--- config.mk ---
export PLATFORM = sky130hd
export DESIGN_NAME = pwm_capture
export DESIGN_NICKNAME = d
export VERILOG_FILES = /design/src/rtl/pwm_pkg.sv /design/src/rtl/sync_edge_det.sv /design/src/rtl/pwm_capture.sv
export SDC_FILE = /design/constraint.sdc
export NUM_CORES = 1
export LEC_CHECK = 0
export ABC_AREA = 1
export BUFFER_PORTS_ARGS = -buffer_cell sky130_fd_sc_hd__buf_2
export CORE_ASPECT_RATIO = 0.7
export CORE_MARGIN = 2
export CORE_UTILIZATION = 46
export CTS_BUF_LIST = sky130_fd_sc_hd__clkbuf_8
export DETAILED_ROUTE_END_ITERATION = 10
export PLACE_DENSITY = 0.72
export REMOVE_ABC_BUFFERS = 1
export SLEW_MARGIN = 20
export SYNTH_ARGS = -nofsm -noshare
export SYNTH_HDL_FRONTEND = slang
export SYNTH_SLANG_ARGS = --single-unit
--- constraint.sdc ---
create_clock -name chosen_clk -period 3.7 [get_ports chosen_clk]
set_input_delay 0.74 -clock chosen_clk [delete_from_list [all_inputs] [get_ports chosen_clk]]
set_output_delay 0.74 -clock chosen_clk [all_outputs]
set_load 0.05 [all_outputs]
--- src/rtl/pwm_pkg.sv ---
// rtl/pwm_pkg.sv - shared constants and FSM encoding for the PWM capture path
package pwm_pkg;

  localparam int DEF_WIDTH = 16;
  localparam logic [DEF_WIDTH-1:0] CNT_MAX = '1;

  typedef enum logic [1:0] {
    CAP_IDLE    = 2'd0,
    CAP_ARM     = 2'd1,
    CAP_MEASURE = 2'd2
  } cap_state_e;

endpackage

--- src/rtl/sync_edge_det.sv ---
// rtl/sync_edge_det.sv - input synchronizer chain with single-cycle rise/fall strobes
module sync_edge_det #(
  parameter int SYNC_STAGES = 2
) (
  input  logic clk,
  input  logic rst_n,
  input  logic din,
  output logic rise,
  output logic fall
);

  logic [SYNC_STAGES-1:0] sync_q, sync_d;
  logic                   prev_q, prev_d;

  always_comb begin
    sync_d = {sync_q[SYNC_STAGES-2:0], din};
    prev_d = sync_q[SYNC_STAGES-1];
  end

  always_ff @(posedge clk or negedge rst_n) begin
    if (!rst_n) begin
      sync_q <= '0;
      prev_q <= 1'b0;
    end else begin
      sync_q <= sync_d;
      prev_q <= prev_d;
    end
  end

  // Both strobes come from the same flop pair, so rise and fall see equal latency.
  assign rise = sync_q[SYNC_STAGES-1] & ~prev_q;
  assign fall = ~sync_q[SYNC_STAGES-1] & prev_q;

endmodule

--- src/rtl/pwm_capture.sv ---
// rtl/pwm_capture.sv - measures period and high-time of an external pulse train
module pwm_capture
  import pwm_pkg::*;
#(
  parameter int WIDTH       = DEF_WIDTH,
  parameter int SYNC_STAGES = 2
) (
  input  logic             chosen_clk,
  input  logic             rst_n,
  input  logic             capture_en,
  input  logic             i_pwm_in,
  input  logic             irq_clr,
  output logic [WIDTH-1:0] period_cap,
  output logic [WIDTH-1:0] high_cap,
  output logic             cap_valid,
  output logic             irq_flag,
  output logic             overflow
);

  localparam logic [WIDTH-1:0] CNT_TOP = {WIDTH{1'b1}};
  localparam logic [WIDTH-1:0] CNT_ONE = {{(WIDTH-1){1'b0}}, 1'b1};

  logic rise, fall;

  sync_edge_det #(.SYNC_STAGES(SYNC_STAGES)) u_sync (
    .clk   (chosen_clk),
    .rst_n (rst_n),
    .din   (i_pwm_in),
    .rise  (rise),
    .fall  (fall)
  );

  cap_state_e       state_q, state_d;
  logic [WIDTH-1:0] cnt_q, cnt_d;
  logic [WIDTH-1:0] high_lat_q, high_lat_d;
  logic [WIDTH-1:0] period_q, period_d;
  logic [WIDTH-1:0] high_q, high_d;
  logic             cap_valid_q, cap_valid_d;
  logic             irq_q, irq_d;
  logic             ovf_q, ovf_d;
  logic             irq_set_q, irq_set_d;
  logic             ovf_set;

  always_comb begin
    state_d     = state_q;
    cnt_d       = cnt_q;
    high_lat_d  = high_lat_q;
    period_d    = period_q;
    high_d      = high_q;
    cap_valid_d = 1'b0;
    irq_set_d   = 1'b0;
    ovf_set     = 1'b0;

    if (!capture_en) begin
      state_d    = CAP_IDLE;
      cnt_d      = '0;
      high_lat_d = '0;
    end else begin
      case (state_q)
        CAP_IDLE: begin
          cnt_d      = '0;
          high_lat_d = '0;
          state_d    = CAP_ARM;
        end
        CAP_ARM: begin
          if (rise) begin
            cnt_d      = CNT_ONE;
            high_lat_d = '0;
            state_d    = CAP_MEASURE;
          end
        end
        CAP_MEASURE: begin
          if (rise) begin
            period_d    = cnt_q;
            high_d      = high_lat_q;
            cap_valid_d = 1'b1;
            irq_set_d   = 1'b1;
            cnt_d       = CNT_ONE;
            high_lat_d  = '0;
          end else if (cnt_q == CNT_TOP) begin
            // Partial measurement is dropped; rearm on the next rising edge.
            ovf_set    = 1'b1;
            irq_set_d  = 1'b1;
            cnt_d      = '0;
            high_lat_d = '0;
            state_d    = CAP_ARM;
          end else begin
            cnt_d = cnt_q + CNT_ONE;
            if (fall) high_lat_d = cnt_q;
          end
        end
        default: state_d = CAP_IDLE;
      endcase
    end

    // A clear in the set cycle or in the cycle the flag first shows is overridden.
    irq_d = irq_set_d | irq_set_q | (irq_q & ~irq_clr);
    ovf_d = ovf_set | (ovf_q & ~irq_clr);
  end

  always_ff @(posedge chosen_clk or negedge rst_n) begin
    if (!rst_n) begin
      state_q     <= CAP_IDLE;
      cnt_q       <= '0;
      high_lat_q  <= '0;
      period_q    <= '0;
      high_q      <= '0;
      cap_valid_q <= 1'b0;
      irq_q       <= 1'b0;
      ovf_q       <= 1'b0;
      irq_set_q   <= 1'b0;
    end else begin
      state_q     <= state_d;
      cnt_q       <= cnt_d;
      high_lat_q  <= high_lat_d;
      period_q    <= period_d;
      high_q      <= high_d;
      cap_valid_q <= cap_valid_d;
      irq_q       <= irq_d;
      ovf_q       <= ovf_d;
      irq_set_q   <= irq_set_d;
    end
  end

  assign period_cap = period_q;
  assign high_cap   = high_q;
  assign cap_valid  = cap_valid_q;
  assign irq_flag   = irq_q;
  assign overflow   = ovf_q;

endmodule

==> metrics, run 1 <==
largest net degree at the start of global routing=60; drt drc=0; clock sinks=73; post-layout util=54.69%; Hold-fix buffers, CTS=0; Hold Crit Class=in -> async; Multi-input gate area=1285 sq um; CP Capture Type=register; post-DP HPWL=4561 um; gr usage total=18.96%; final setup vio count=0; num rows=25; largest area contributor in the netlist=dfrtp_1; Synth cell types=27; #FFs+latches synth=73; clock slew at reported path FFs=0.09 ns; # fillers=667; synth warn=0; core box area=6882 sq um; Worst R2R Start=state_q[0]; fin crit share=53.44%; post-synthesis mux area share=0%; PostCTS Resize Cnt=0; die height=75.17 um; Final Wtd Congestion=0.9034; io pins=40; Worst Setup SP=state_q[0]; number of global-route vias before repair=2,405; diode count=0; first-pass GRT wire length=11,500 um; Mapped Avg Cell Area=8.341 sq um; Post-Syn Area=3328 sq um; Synth Area in XOR/XNOR=1.316%; max cap viols=0; cts bufs inserted=9; Post-Route WL=6687 um; share of power burned in registers=47.5%; Most used DFF post-synth=dfrtp_1; top cells by area, synth=dfrtp_1 (55%), nand2_1 (18%), nor2_1 (5.0%); main combinational cell family by area after synthesis=simple AND/OR/NAND/NOR gates; Initial Util=48.36%; DIE AREA=7942 sq um; Syn Inst Count=399; setup TNS=0 ns; Peak VDD IR=0.0002649 V; Simple-Gate Fraction of Synth Area=30.90%; status=finished, final reports clean; CP Class=reg -> reg; Rel. slew slack=50.97%; initial antenna violation count=0; post-CTS setup repair buffer count=0; total number of vias=2,570; Synth Area in Adders=1.880%; Req. time, crit path=3.93 ns; crit-path cells=inv_1, ha_1, nand2_2, nor2_2, inv_2, nand3_1, nand2_1, o21ai_0; Max H-tree Level=3; Fmax=505.8 MHz; Post-synth EDFFs=0; RSZ-0062 raised after global routing=no; Power Dens Cells=466.9 nW/um^2; Detailed Route Iter0 Violations=125; Slowest-stage cell, CP=inv_2; drt wl/cell=12.41 um; combinational share of power=21.4%; DR pass1 iterations=4; worst r2r path cells=8; share of cells above drive strength 1=17.30%; Worst path max stage delay=0.52 ns; vias per inst=4.768; synthesis-to-layout area growth=13.08%; CTS tree=yes; Compound-Gate Fraction of Synth Area=4.511%; GRT Residual Overflow=0; Bufs on Longest Clock Path=2; Clk Latency, worst-skew pair=0.36 ns; Reg area=1827 sq um; worst slew pin tran=0.7354 ns; R2R setup slack=1.72 ns; Clk pwr share=31.1%; Pint=1147 uW; Min Clock Period, post-route=1.977 ns; P_sw=610.2 uW; leakage power=0.002064 uW; Die W=105.7 um; endpoints failing hold=0; Reg-to-Reg End=state_q[1]; top cell type's share of synthesized area=54.89%; Final nets=450; FFs w/ async S/R, synth=100.0%; Post-DRT Antenna Nets=0; Crit Path Max Fanout=49; port bufs=39; register area share after synthesis=54.89%; clk_skew=0.01776 ns; Worst Setup Start Kind=register; CP Data Arrival Time=2.21 ns; Sw Ratio=34.73%; CTS Root Cell=clkbuf_8; Final Max Slew Viols=0
==> cells in the final DEF (no fill, tap or decap), drive strengths merged, types with 2 or more instances in the layout <==
cell	n
a21oi	3
buf	41
clkbuf	9
clkinv	3
clkinvlp	2
dfrtp	73
ha	5
inv	43
nand2	168
nand3	13
nand4	6
nor2	49
o21ai	22
xor2	5
==> cell usage after synthesis, types with 2 or more instances <==
master,count
buf_4,2
nand2_4,2
buf_2,5
nand2_2,3
nor2_4,2
nand2_1,162
xor2_1,5
clkbuf_1,3
nand3_1,11
inv_1,34
o21ai_0,21
nor2_1,44
a21oi_1,3
dfrtp_1,73
ha_1,5
nor2_8,2
inv_2,7
nand4_1,6
==> worst max-delay path: cells and delay by family (launching register included) <==
kind	cells	cell delay [ns]
AOI/OAI and AO/OA	1	0.08
adders and majority gates	1	0.23
buffers and inverters	2	0.62
DFF	1	0.40
and+or+nand+nor	4	0.54
==> layout make-up <==
class / instances / area share [%]
Sequential cell: 73 / 48.54
Multi-Input combinational cell: 274 / 34.14
Timing Repair Buffer: 41 / 5.585
Inverter: 41 / 4.089
Clock buffer: 9 / 3.291
Tap cell: 94 / 3.125
Clock inverter: 7 / 1.230
==> registers in the layout, indices dropped and copies added (netlist names) <==
register       flops
cap_valid          1
cnt_q             16
high_cap          16
high_lat_q        16
irq_flag           1
irq_set_q          1
overflow           1
period_cap        16
state_q            2
u_sync.prev_q      1
u_sync.sync_q      2
==> worst max-delay path by stage <==
stage / slack (ns) / endpoint / cells past startpoint
after floorplan: 1.70 / state_q[0] / 5
final: 1.72 / state_q[1] / 8
after CTS: 1.69 / state_q[1] / 8
after detailed placement: 1.53 / state_q[1] / 7
after global routing: 1.46 / state_q[1] / 7
after global placement: 1.58 / state_q[0] / 7
==> power groups by stage <==
stage                     clock network, uW  logic [uW]  registers, uW
final                                   547         376            834
after global routing                    597         423            837
after CTS                               556         380            834
after detailed placement                  0         378            850
after global placement                    0         369            850
after floorplan                           0         245            866
==> kinds of logic (layout without fill, tap and decap cells) <==
kind of cell	Yosys count	count (layout)
AND/OR/NAND/NOR	237	237
flip-flops	73	73
buffers and inverters	52	98
AO/OA/AOI/OAI	27	27
adder cells (fa/ha/maj)	5	5
XOR/XNOR	5	5
==> per-stage QoR <==
stage	area [sq um]	total power, uW	hold slack, ns	worst slack (ns)	std cells
after floorplan	3266	1111	0.3312	1.696	388
after global placement	3593	1219	0.3368	1.576	523
after detailed placement	3593	1228	0.3389	1.531	523
after CTS	3764	1770	0.2635	1.687	539
after global routing	3764	1858	0.2634	1.459	539
final	3764	1757	0.2566	1.723	539
==> layer usage <==
| layer | track usage, % | up-vias | share of wire [%] |
|---|---|---|---|
| met2 | 28.82 | 62 | 43 |
| met3 | 7.706 | 6 | 6.0 |
| li1 | - | 1299 | - |
| met4 | 4.971 | 0 | 0.97 |
| met1 | 25.66 | 1203 | 50 |
| met5 | 0 | - | 0 |
Power figures use the tool's default switching activity.
==> run 2, diff against run 1 <==
--- a/config.mk
+++ b/config.mk
@@ -5,14 +5,14 @@
 export SDC_FILE = /design/constraint.sdc
 export NUM_CORES = 1
 export LEC_CHECK = 0
-export ABC_AREA = 1
+export ABC_AREA = 0
 export BUFFER_PORTS_ARGS = -buffer_cell sky130_fd_sc_hd__buf_2
 export CORE_ASPECT_RATIO = 0.7
 export CORE_MARGIN = 2
 export CORE_UTILIZATION = 46
 export CTS_BUF_LIST = sky130_fd_sc_hd__clkbuf_8
 export DETAILED_ROUTE_END_ITERATION = 10
-export PLACE_DENSITY = 0.72
+export PLACE_DENSITY = 0.73
 export REMOVE_ABC_BUFFERS = 1
 export SLEW_MARGIN = 20
 export SYNTH_ARGS = -nofsm -noshare
==> constraint.sdc (replaced) <==
create_clock -name chosen_clk -period 2 [get_ports chosen_clk]
set_input_delay 0.4 -clock chosen_clk [delete_from_list [all_inputs] [get_ports chosen_clk]]
set_output_delay 0.4 -clock chosen_clk [all_outputs]
set_load 0.05 [all_outputs]
==> run 2 against run 1 <==
  * Cell count shrank 23%
  * Synthesized cell count shrank 37%
  * Sequential share of layout area shrank 2.2 points
  * Fmax up 3.4%
  * Combinational power is 53% higher
  * Critical endpoint is now cnt_q[6]
==> metrics, run 2 <==
status=finished, final reports clean; Max H-tree Level=3 (unchanged); top cells by area, synth=dfrtp_1 (59%), mux2_2 (10%), a22o_1 (4.5%); total number of vias=2,198 (-14%); Most used DFF post-synth=dfrtp_1; cts bufs inserted=9 (unchanged); Req. time, crit path=2.29 ns (-1.64 ns); GRT Residual Overflow=0 (unchanged); first-pass GRT wire length=10,560 um (-8.2%); clock slew at reported path FFs=0.07 ns (-0.02 ns); io pins=40 (unchanged); top cell type's share of synthesized area=58.68% (+3.8 points); Worst path max stage delay=0.43 ns (-0.09 ns); leakage power=0.002009 uW (-2.7%); largest area contributor in the netlist=dfrtp_1; # fillers=564 (-15%); most common cell after layout, fill and taps aside=dfrtp_1; Hold-fix buffers, CTS=0 (unchanged); Crit Path Max Fanout=6 (-88%); synth cell count leaders=dfrtp_1 (73), mux2_2 (29), o21ai_0 (21), nand2_1 (17), a22o_1 (16); core box area=6663 sq um (-3.2%); endpoints failing hold=0 (unchanged); Non-Filler Instances=417 (-23%); drt drc=0 (unchanged); Worst Setup Start Kind=register; worst path bufs/invs=1 (-1); Power Dens Cells=887.3 nW/um^2 (+90%); FFs w/ async S/R, synth=100.0% (unchanged); fin crit share=95.59% (+42 points); clock sinks=73 (unchanged); crit-path cells=inv_2, ha_4, nor4b_1, a31o_2, or3_4, or4_1, nand3_1; initial antenna violation count=0 (unchanged); Multi-input gate area=1264 sq um (-1.7%); post-layout util=59.21% (+4.5 points); Slowest-stage cell, CP=dfrtp_1; synth warn=0 (unchanged); Peak VDD IR=0.0006509 V (+150%); #FFs+latches synth=73 (unchanged); DIE AREA=7452 sq um (-6.2%); CP Data Arrival Time=2.20 ns (about the same); Fmax=523.0 MHz (+3.4%); placed cell count=401 (-23%); Bufs on Longest Clock Path=2 (unchanged); Post-Route WL=6315 um (-5.6%); count leader, synth=dfrtp_1; max cap viols=0 (unchanged); largest net degree at the start of global routing=74 (+23%); CTS Root Cell=clkbuf_8; Final Wtd Congestion=0.7833 (-13%); synthesis-to-layout area growth=26.73%; Die W=102.3 um (-3.2%); port bufs=39 (unchanged); Final nets=329 (-27%); setup TNS=0 ns (unchanged); Post-synth EDFFs=0 (unchanged); post-DP HPWL=4228 um (-7.3%); Post-Syn Area=3113 sq um (-6.5%); Mapped Avg Cell Area=12.35 sq um (+48%); CTS tree=yes; worst slew pin tran=0.3855 ns (-0.3499 ns); Rel. slew slack=74.03% (+23 points); Reg area=1827 sq um (unchanged); CP Class=reg -> reg; Clk Latency, worst-skew pair=0.36 ns (about the same); delay-heaviest family, CP=simple AND/OR/NAND/NOR gates; clk_skew=0.01076 ns (-0.007000 ns); Hold Crit Class=in -> async; number of global-route vias before repair=2,142 (-11%); Final Max Slew Viols=0 (unchanged); CP Capture Type=register; most frequent cells in the layout=dfrtp_1 (73), buf_2 (39), mux2_2 (29), buf_4 (25), o21ai_0 (20); diode count=0 (unchanged); register area share after synthesis=58.68% (+3.8 points); Syn Inst Count=252 (-37%); Detailed Route Iter0 Violations=182 (+46%); num rows=25 (unchanged); gr usage total=18.99% (+0.035 points); Post-DRT Antenna Nets=0 (unchanged); DR pass1 iterations=4 (unchanged); Initial Util=46.72% (-1.6 points); die height=72.83 um (-3.1%); Power Total=3501 uW (+99%); share of cells above drive strength 1=41.18% (+24 points); Synth cell types=45 (+67%); Min Clock Period, post-route=1.912 ns (-0.06522 ns); drt wl/cell=15.14 um (+22%); vias per inst=5.271 (+11%); final setup vio count=0 (unchanged)
run 2: metrics by stage:
step,instance area [sq um],setup WS (ns),hold slack [ns]
2_1_floorplan,3048,-0.2138,0.1044
6_report,3945,0.08811,0.05104
4_1_cts,3870,0.01216,0.06520
5_1_grt,3945,-0.02112,0.07443
3_5_place_dp,3616,-0.03413,0.3459
3_3_place_gp,3616,0.02206,0.3323
run 2: per-layer routing:
metal | vias up | share of wire, % | global-route usage [%] | wire (um)
li1 | 1051 | - | - | -
met1 | 1075 | 51 | 28.15 | 3194
met2 | 63 | 42 | 25.51 | 2652
met3 | 9 | 6.2 | 6.705 | 391
met4 | 0 | 1.2 | 7.259 | 77
met5 | - | 0 | 0 | 0
run 2: kinds of logic after synthesis:
logic type | share of synthesized area [%]
flops | 58.68
buf+inv | 3.416
simple gates | 11.62
mux | 10.81
fa+ha+maj | 2.010
compound gates | 13.18
xor+xnor | 0.2814
run 2: worst paths after layout:
kind,slack [ns],end,start,depth (start not counted)
worst min-delay path,0.05,high_cap[2],rst_n,2
min in group chosen_clk,0.15,u_sync.sync_q[0],i_pwm_in,1
worst min register to register,0.36,u_sync.sync_q[1],u_sync.sync_q[0],0
worst max-delay path,0.09,cnt_q[6],state_q[1],7
worst max register to register,0.09,cnt_q[6],state_q[1],7
max in group asynchronous,1.64,state_q[0],rst_n,2
run 2: repair_timing:
item | CTS | global route
buffers inserted | 0 | 0
pin swaps | 0 | 0
cloned | 0 | 1
setup endpoints to repair | 19 | 30
gates resized for setup | 2 | 15
run 2: final cells by class:
cell class              count  share of cell area [%]
well taps                  94                   2.981
multi-input cells         156                   32.03
clock buffers              10                   3.489
flip-flops and latches     73                   46.31
repair buffers             68                   11.51
inverters                  11                   1.047
clock inverters             5                   2.632
run 2: where the power goes:
group          leakage, uW  switching (uW)  total, uW  internal [uW]
sequential         0.00101            31.1       1540           1510
combinational     0.000875             346        576            229
clock             0.000122             530       1390            855
